**src/rtl/stream_frame_source_if.sv**
```systemverilog
// Avalon-ST video stream bundle between the frame source (master) and the
// first downstream filter (slave). readyLatency is 0.
interface stream_frame_source_if #(
  parameter int DATA_W = 12
);
  logic [DATA_W-1:0] data_out;
  logic              sop_out;
  logic              eop_out;
  logic              valid_out;
  logic              ready_in;

  modport master (
    output data_out,
    output sop_out,
    output eop_out,
    output valid_out,
    input  ready_in
  );

  modport slave (
    input  data_out,
    input  sop_out,
    input  eop_out,
    input  valid_out,
    output ready_in
  );
endinterface

```
**src/rtl/stream_frame_source.sv**
```systemverilog
// Capture-to-Avalon-ST frame packetiser with an elastic show-ahead FIFO.
// Optional macro TEST_PATTERN_EN adds pattern_en, which replaces pixels by {x[7:4],y[7:4],4'hF}.
module stream_frame_source #(
  parameter int DATA_W     = 12,
  parameter int FRAME_W    = 320,
  parameter int FRAME_H    = 240,
  parameter int FIFO_DEPTH = 16
) (
  input  logic                  clk,
  input  logic                  reset,
  input  logic                  frame_start,
  input  logic [DATA_W-1:0]     pix_in,
  input  logic                  pix_valid,
`ifdef TEST_PATTERN_EN
  input  logic                  pattern_en,
`endif
  stream_frame_source_if.master st,
  output logic                  overflow,
  output logic                  frame_done
);

  localparam int AW = $clog2(FIFO_DEPTH);
  localparam int EW = DATA_W + 2;
  // Counters keep at least 8 bits so the test pattern can always take bits [7:4].
  localparam int XW = ($clog2(FRAME_W) < 8) ? 8 : $clog2(FRAME_W);
  localparam int YW = ($clog2(FRAME_H) < 8) ? 8 : $clog2(FRAME_H);
  localparam logic [XW-1:0] X_LAST = XW'(FRAME_W - 1);
  localparam logic [YW-1:0] Y_LAST = YW'(FRAME_H - 1);
  localparam logic [XW-1:0] X_ONE  = XW'(1);
  localparam logic [YW-1:0] Y_ONE  = YW'(1);

  typedef enum logic [1:0] {
    ST_IDLE   = 2'd0,
    ST_ACTIVE = 2'd1,
    ST_ABORT  = 2'd2
  } state_t;

  function automatic logic [EW-1:0] make_entry(input logic sop, input logic eop,
                                               input logic [DATA_W-1:0] data);
    make_entry = {sop, eop, data};
  endfunction

  state_t              state_r, state_s;
  logic [XW-1:0]       x_r, x_s, cur_x_s;
  logic [YW-1:0]       y_r, y_s, cur_y_s;
  logic                pushed_r, pushed_s;
  logic                overflow_r, overflow_s;
  logic                frame_done_r;
  logic [EW-1:0]       mem_r [FIFO_DEPTH];
  logic [AW:0]         wr_ptr_r, rd_ptr_r;
  logic                full_s, empty_s, push_s, pop_s, take_s;
  logic                first_s, last_s;
  logic [EW-1:0]       entry_s, head_s;
  logic [DATA_W-1:0]   pix_data_s;

  assign empty_s = (wr_ptr_r == rd_ptr_r);
  assign full_s  = (wr_ptr_r[AW] != rd_ptr_r[AW]) &&
                   (wr_ptr_r[AW-1:0] == rd_ptr_r[AW-1:0]);
  assign head_s  = mem_r[rd_ptr_r[AW-1:0]];
  assign pop_s   = !empty_s && st.ready_in;

  // A frame_start pixel taken in IDLE is pixel 0 of the new frame.
  assign cur_x_s = (state_r == ST_IDLE) ? {XW{1'b0}} : x_r;
  assign cur_y_s = (state_r == ST_IDLE) ? {YW{1'b0}} : y_r;
  assign first_s = (cur_x_s == {XW{1'b0}}) && (cur_y_s == {YW{1'b0}});
  assign last_s  = (cur_x_s == X_LAST) && (cur_y_s == Y_LAST);

`ifdef TEST_PATTERN_EN
  assign pix_data_s = pattern_en ? DATA_W'({cur_x_s[7:4], cur_y_s[7:4], 4'hF}) : pix_in;
`else
  assign pix_data_s = pix_in;
`endif

  // Framing FSM: decides what (if anything) is pushed this cycle.
  always_comb begin
    state_s    = state_r;
    x_s        = x_r;
    y_s        = y_r;
    pushed_s   = pushed_r;
    overflow_s = overflow_r;
    push_s     = 1'b0;
    take_s     = 1'b0;
    entry_s    = {EW{1'b0}};

    case (state_r)
      ST_IDLE: begin
        if (frame_start) begin
          state_s  = ST_ACTIVE;
          x_s      = {XW{1'b0}};
          y_s      = {YW{1'b0}};
          pushed_s = 1'b0;
          take_s   = pix_valid;
        end else begin
          state_s  = ST_IDLE;
        end
      end
      ST_ACTIVE: begin
        if (frame_start) begin
          state_s = ST_ABORT;
        end else begin
          take_s  = pix_valid;
        end
      end
      ST_ABORT: begin
        if (!pushed_r) begin
          state_s = ST_IDLE;
        end else if (!full_s) begin
          push_s  = 1'b1;
          entry_s = make_entry(1'b0, 1'b1, {DATA_W{1'b0}});
          state_s = ST_IDLE;
        end else begin
          state_s = ST_ABORT;
        end
      end
      default: begin
        state_s = ST_IDLE;
      end
    endcase

    if (take_s) begin
      if (full_s) begin
        overflow_s = 1'b1;
        state_s    = ST_ABORT;
      end else begin
        push_s   = 1'b1;
        pushed_s = 1'b1;
        entry_s  = make_entry(first_s, last_s, pix_data_s);
        if (last_s) begin
          state_s = ST_IDLE;
          x_s     = {XW{1'b0}};
          y_s     = {YW{1'b0}};
        end else if (cur_x_s == X_LAST) begin
          x_s     = {XW{1'b0}};
          y_s     = cur_y_s + Y_ONE;
        end else begin
          x_s     = cur_x_s + X_ONE;
          y_s     = cur_y_s;
        end
      end
    end else begin
      take_s = 1'b0;
    end
  end

  // State, counters, pointers and sticky/pulse flags.
  always_ff @(posedge clk or negedge reset) begin
    if (!reset) begin
      state_r      <= ST_IDLE;
      x_r          <= {XW{1'b0}};
      y_r          <= {YW{1'b0}};
      pushed_r     <= 1'b0;
      overflow_r   <= 1'b0;
      frame_done_r <= 1'b0;
      wr_ptr_r     <= {(AW+1){1'b0}};
      rd_ptr_r     <= {(AW+1){1'b0}};
    end else begin
      state_r      <= state_s;
      x_r          <= x_s;
      y_r          <= y_s;
      pushed_r     <= pushed_s;
      overflow_r   <= overflow_s;
      frame_done_r <= pop_s && head_s[EW-2];
      if (push_s) begin
        wr_ptr_r <= wr_ptr_r + {{AW{1'b0}}, 1'b1};
      end
      if (pop_s) begin
        rd_ptr_r <= rd_ptr_r + {{AW{1'b0}}, 1'b1};
      end
    end
  end

  // FIFO storage; contents are don't-care while the slot is unoccupied.
  always_ff @(posedge clk) begin
    if (push_s) begin
      mem_r[wr_ptr_r[AW-1:0]] <= entry_s;
    end
  end

  // Head entry is gated so every stream output reads 0 while empty or in reset.
  always_comb begin
    st.valid_out = !empty_s;
    if (!empty_s) begin
      st.sop_out  = head_s[EW-1];
      st.eop_out  = head_s[EW-2];
      st.data_out = head_s[DATA_W-1:0];
    end else begin
      st.sop_out  = 1'b0;
      st.eop_out  = 1'b0;
      st.data_out = {DATA_W{1'b0}};
    end
  end

  assign overflow   = overflow_r;
  assign frame_done = frame_done_r;

endmodule

```
**src/flat_wrapper.sv**
```systemverilog
// flat-port wrapper written by rule: the top's interface ports become plain ports
module stream_frame_source_flat 
#(
  parameter int DATA_W     = 12,
  parameter int FRAME_W    = 320,
  parameter int FRAME_H    = 240,
  parameter int FIFO_DEPTH = 16
)
  (clk, reset, frame_start, pix_in, pix_valid, overflow, frame_done, st_data_out, st_sop_out, st_eop_out, st_valid_out, st_ready_in);
  stream_frame_source_if #(.DATA_W(DATA_W)) st_i ();
  input  logic clk;
  input  logic reset;
  input  logic frame_start;
  input  logic [DATA_W-1:0] pix_in;
  input  logic pix_valid;
  output logic overflow;
  output logic frame_done;
  output wire logic [$bits(st_i.data_out)-1:0] st_data_out;
  output wire logic [$bits(st_i.sop_out)-1:0] st_sop_out;
  output wire logic [$bits(st_i.eop_out)-1:0] st_eop_out;
  output wire logic [$bits(st_i.valid_out)-1:0] st_valid_out;
  input wire logic [$bits(st_i.ready_in)-1:0] st_ready_in;
  assign st_data_out = st_i.data_out;
  assign st_sop_out = st_i.sop_out;
  assign st_eop_out = st_i.eop_out;
  assign st_valid_out = st_i.valid_out;
  assign st_i.ready_in = st_ready_in;
  stream_frame_source #(.DATA_W(DATA_W), .FRAME_W(FRAME_W), .FRAME_H(FRAME_H), .FIFO_DEPTH(FIFO_DEPTH)) u_core (.clk(clk), .reset(reset), .frame_start(frame_start), .pix_in(pix_in), .pix_valid(pix_valid), .st(st_i), .overflow(overflow), .frame_done(frame_done));
endmodule
```
**config.mk**
```make
export PLATFORM = sky130hd
export DESIGN_NAME = stream_frame_source_flat
export DESIGN_NICKNAME = d
export VERILOG_FILES = /design/src/rtl/stream_frame_source_if.sv /design/src/rtl/stream_frame_source.sv /design/src/flat_wrapper.sv
export SDC_FILE = /design/constraint.sdc
export NUM_CORES = 1
export LEC_CHECK = 0
export CAP_MARGIN = 20
export CORE_MARGIN = 1
export CORE_UTILIZATION = 45
export DETAILED_ROUTE_END_ITERATION = 8
export MAX_ROUTING_LAYER = met4
export PLACE_DENSITY_LB_ADDON = 0.08
export SYNTH_ARGS = -nofsm -noshare
export SYNTH_HDL_FRONTEND = slang
export SYNTH_SLANG_ARGS = --single-unit
```
**constraint.sdc**
```tcl
create_clock -name clk -period 3.76 [get_ports clk]
set_input_delay 0.564 -clock clk [delete_from_list [all_inputs] [get_ports clk]]
set_output_delay 0.564 -clock clk [all_outputs]
set_load 0.02 [all_outputs]
```
Word-level counts from Yosys, hierarchy flattened --
Memories as Yosys holds them, arrays and structs flattened. Index checks and enable logic that the tools add are counted.
Word-level totals: memories kept 1, output and inout bits 17, logic and storage cells 74, RAM bits 224, register bits 32
Cells by class: reductions and logical operators 10, equality and inequality tests 7, add/subtract/negate cells 4, multiplexer cells 44
Memories:
- u_core.mem_r | depth 16, width 14, read ports 1, clocked after Yosys merged registers in 0, write ports 1, line stream_frame_source.sv:49 | logic [EW-1:0] mem_r [FIFO_DEPTH];
Operators by type and width (count):
- $mux 9 | 7
- $mux 14 | 4
- $mux 8 | 7
- $mux 1 | 16
- $mux 13 | 1
- $mux 12 | 1
- $mux 2 | 6
- $add 5x1->5 const B | 2
- $add 9x1->9 const B | 1
- $eq 9x9->1 const B | 1
- $logic_not 9->1 | 1
- $add 8x1->8 const B | 1
- $eq 8x8->1 const B | 1
- $logic_not 8->1 | 1
- $pmux 2 s3 | 1
- $eq 5x5->1 | 1
- $logic_and 1x1->1 | 5
- $eq 4x4->1 | 1
- $eq 2x1->1 const B | 1
- $eq 2x2->1 const B | 1
- $logic_not 2->1 | 1
- $pmux 1 s2 | 1
- $reduce_and 2->1 | 1
- $logic_not 1->1 | 1
- $ne 1x1->1 | 1

Longest topological paths before layout --
word-level depth 9, mapped depth 12, depth with buffers taken out 10

Worst setup path before layout --
OpenSTA, ideal clock, no wires.
path kind register to register, from reg u_core.rd_ptr_r[1], to mem u_core.mem_r[3][0] (netlist bit), enable pin, slack 923 ps, cell stages (with the launch flop) 8, clock period less this slack 2837 ps, path buffers 1, data required time 3357 ps, data arrival time 2434 ps, setup time 403 ps, cell sequence dfrtp_1 clkbuf_1 xor2_1 nor4_4 and2_4 a21oi_2 nand2_1 nor3_1
Between the ends: longest elaborated chain between the ends 9
RTL lines:
- start, declared | line stream_frame_source.sv:50 | logic [AW:0] wr_ptr_r, rd_ptr_r;
- start signal, assigned | line stream_frame_source.sv:155 | rd_ptr_r <= {(AW+1){1'b0}};
- start signal, assigned | line stream_frame_source.sv:167 | rd_ptr_r <= rd_ptr_r + {{AW{1'b0}}, 1'b1};
- $eq 4x4->1 (*) | line stream_frame_source.sv:58 | (wr_ptr_r[AW-1:0] == rd_ptr_r[AW-1:0]);
- $logic_and 1x1->1 (*) | line stream_frame_source.sv:57 | assign full_s = (wr_ptr_r[AW] != rd_ptr_r[AW]) &&
- $mux 1 | line stream_frame_source.sv:107 | end else if (!full_s) begin
- $mux 1 | line stream_frame_source.sv:105 | if (!pushed_r) begin
- $mux 1 | line stream_frame_source.sv:85 | case (state_r)
- $mux 1 | line stream_frame_source.sv:121 | if (full_s) begin
- $mux 1 (*) | line stream_frame_source.sv:120 | if (take_s) begin
- $mux 1 (*) | line stream_frame_source.sv:174 | if (push_s) begin
- $mux 1 (implied by the code) (*) | line stream_frame_source.sv:175 | mem_r[wr_ptr_r[AW-1:0]] <= entry_s;
- end, declared | line stream_frame_source.sv:49
Every way passes the cells marked *; elsewhere a longest branch is shown, timed or not.

Final worst setup path --
from reg u_core.rd_ptr_r[0], to out st_data_out[11]
Between the ends: longest elaborated chain between the ends 2, elaborated cells on any way between the ends 3, those cells by class eq/ne: 1; mux: 1; memory: 1
RTL lines:
- $mem_v2 16x14 or $eq 5x5->1 (tied branches)
- $mux 12 (*) | line stream_frame_source.sv:182 | if (!empty_s) begin
- end, declared | line flat_wrapper.sv:18 | output wire logic [$bits(st_i.data_out)-1:0] st_data_out;
Marks and branches as above.

==> summary.txt <==
crit path launch type = flop
area growth from synthesis to layout = 17.9%
area used by sequential logic in the layout = 7530 sq um
share of post-route cells with drive strength above 1 = 0.265
peak supply drop = 0.370 mV
count of buffers from port buffering = 33
average cell area after synthesis = 18.6 sq um
H-tree Lvls = 1
most area-consuming cells after synthesis = edfxtp_1, mux4_2, dfrtp_1
DRC violation count after routing = 0
Worst R2R Setup Slack = 0.87 ns
Gates resized, CTS repair = 0
min Tclk post-route = 3.57 ns
clock latency reported for the late side of the worst-skew pair = 0.52 ns
Min Hold Slack = 0.459 ns
most frequent cell after synthesis = edfxtp_1
Sinks on Clock Net = 256
count of TritonRoute iterations in the first routing pass = 5
number of max-cap violations = 0
area share of the largest cell type after synthesis = 0.634
final layout net count = 680
number of nets produced by synthesis = 597
final worst slack = 0.194 ns
minimum setup slack after placement = 0.406 ns
YS warnings = 0
maximum clock frequency = 0.280 GHz
fillers = 1791
Die Outline Area = 24200 sq um
Crit-path slowest cell = clkdlybuf4s50_1
crit-path most repeated cell = buf_4
kind of critical path = flop to output pin
pin count of the biggest net entering global routing = 44
kind of end point of the critical path = output pin
footprint of the multi-input gates = 2930 sq um
aggregate global routing overflow = 0
horizontal die dimension = 156 microns
Cell Chain, Critical Path = buf_4, xor2_1, nor4_4, nand2b_1, buf_4, and2_1, clkdlybuf4s50_1
I/O pin count = 34
master cell of the clock root buffer = clkbuf_16
data required time at the worst endpoint = 3.20 ns
post-detailed-route wirelength per cell = 24.4 microns
clk_skew = 0.0101 ns
utilization after layout = 0.547
wirelength, routed = 24100 microns
number of enable flip-flop cells after synthesis = 224
Crit path buffers/inverters = 3
diode count = 0
Core Rows = 55
library cell occupying the most area in the post-synthesis netlist = edfxtp_1
vertical die dimension = 156 microns
First DRT Iteration DRCs = 385
post-synth cell types = 54
Rel. slew slack = 0.485
Gate Count Post-Synth = 571
power per unit of standard cell area = 771 nW/um^2
async set or reset register ratio after synthesis = 0.125
Final HPWL DP = 15000 microns
Post-DRT Antenna Nets = 0
final setup violation count = 0
number of hold violations in the final report = 0
part of the cycle the worst path needs = 0.948
Top FF cell, synth = edfxtp_1
final count of pins violating max slew = 0
most frequent cells after synthesis = edfxtp_1, mux4_2, dfrtp_1
accumulated negative setup slack = 0 ns
initial cell density of the core = 0.464
clock tree from TritonCTS = built
leakage = 4.32 nW
FF+latch count, synth = 256
kind of cell adding the most delay to the critical path = buffers and inverters
sequential area share after synthesis = 0.710
Arrival @ worst endpoint = 3.00 ns
setup repair after global routing missed its margin = false
number of buffers on the longest clock path = 3
gp weighted congestion = 0.914
clock-pin slew on the worst setup and hold paths = 0.06 ns
actual transition at the worst max-transition pin = 0.771 ns
wire length of the first global-routing pass = 36500 microns
summed instance area of the synthesized netlist = 10600 sq um
CP max FO = 10
number of clock buffers inserted by TritonCTS = 27
routed vias/inst = 5.65
Placeable Area = 22800 sq um
worst hold path class = flop to flop
vias in the first global route = 5839
global routing usage summed across all routing layers = 0.215
total number of vias = 5561
delay of the slowest critical-path stage = 0.55 ns
status = finished clean
antenna violations before repair = 0
[routing by layer]
metal / global-route usage / share of wire / wire (microns) / vias to the layer above
li1: - / - / - / 2454
met1: 0.285 / 0.44 / 10500 / 2929
met2: 0.351 / 0.49 / 11900 / 139
met3: 0.0320 / 0.046 / 1110 / 39
met4: 0.0532 / 0.023 / 544 / 0
met5: - / 0 / 0 / -
[kinds of logic after synthesis]
kind of cell | share of synthesized area
buf+inv | 0.0195
flops | 0.710
fa+ha+maj | 0.0116
simple gates | 0.0709
mux | 0.151
xor+xnor | 0.0116
compound gates | 0.0260
[cell usage in the layout, fill, tap and decap left out, types with 12 or more instances in the layout]
cell	n
nor2_2	12
edfxtp_1	224
and2_1	31
dfrtp_1	30
clkdlybuf4s50_1	33
mux4_2	70
nand3_1	17
buf_4	43
nand2_1	31
clkbuf_16	27
o21ai_0	15
[worst register-to-register path, cell delays in order (launching register included)]
cell	delay [ns]
dfrtp_4	0.54
buf_4	0.20
xor2_1	0.22
nor4_4	0.11
and2_4	0.20
a21oi_2	0.36
nand2_1	0.27
nor2_2	0.41
buf_4	0.27
[timing repair]
item,CTS,global route
hold buffers,0,0
endpoints found under the setup margin,10,0
setup buffers,3,0
[through the flow]
stage / cell area, sq um / instances / power, mW
2_1_floorplan: 10600 / 571 / 5.92
3_3_place_gp: 11600 / 935 / 7.02
3_5_place_dp: 11600 / 935 / 7.06
4_1_cts: 12500 / 985 / 9.74
5_1_grt: 12500 / 985 / 10.1
6_report: 12500 / 985 / 9.64
[area by class of cell]
cell class,count,area share
multi-input cells,279,0.234
clock buffers,34,0.0569
inverters,9,0.00270
repair buffers,81,0.0598
flip-flops and latches,256,0.602
clock inverters,13,0.0128
well taps,313,0.0313
[flip-flops by register name, indices dropped and copies added, names as in the netlist]
signal             flops
u_core.x_r             9
u_core.state_r         2
u_core.pushed_r        1
u_core.rd_ptr_r        5
u_core.wr_ptr_r        5
u_core.y_r             8
u_core.mem_r         224
u_core.overflow        1
u_core.frame_done      1
[power by group]
group / internal (mW) / switching, mW / leakage (nW)
combinational: 1.59 / 1.69 / 1.41
sequential: 3.50 / 0.211 / 2.48
clock: 1.60 / 1.04 / 0.429
[path summary, 6_finish.rpt]
kind / cells after the start / to / from
max: 7 / st_data_out[11] / u_core.rd_ptr_r[0]$_DFFE_PN0P_
min: 1 / u_core.overflow$_DFFE_PN0P_ / u_core.overflow$_DFFE_PN0P_
max reg2reg: 8 / u_core.mem_r[11][5]$_DFFE_PP_ / u_core.rd_ptr_r[0]$_DFFE_PN0P_
min reg2reg: 1 / u_core.overflow$_DFFE_PN0P_ / u_core.overflow$_DFFE_PN0P_
max in group asynchronous: 2 / u_core.rd_ptr_r[0]$_DFFE_PN0P_ / reset
min in group asynchronous: 1 / u_core.x_r[7]$_DFF_PN0_ / reset
Note: power is estimated with default switching activity, not from simulation.
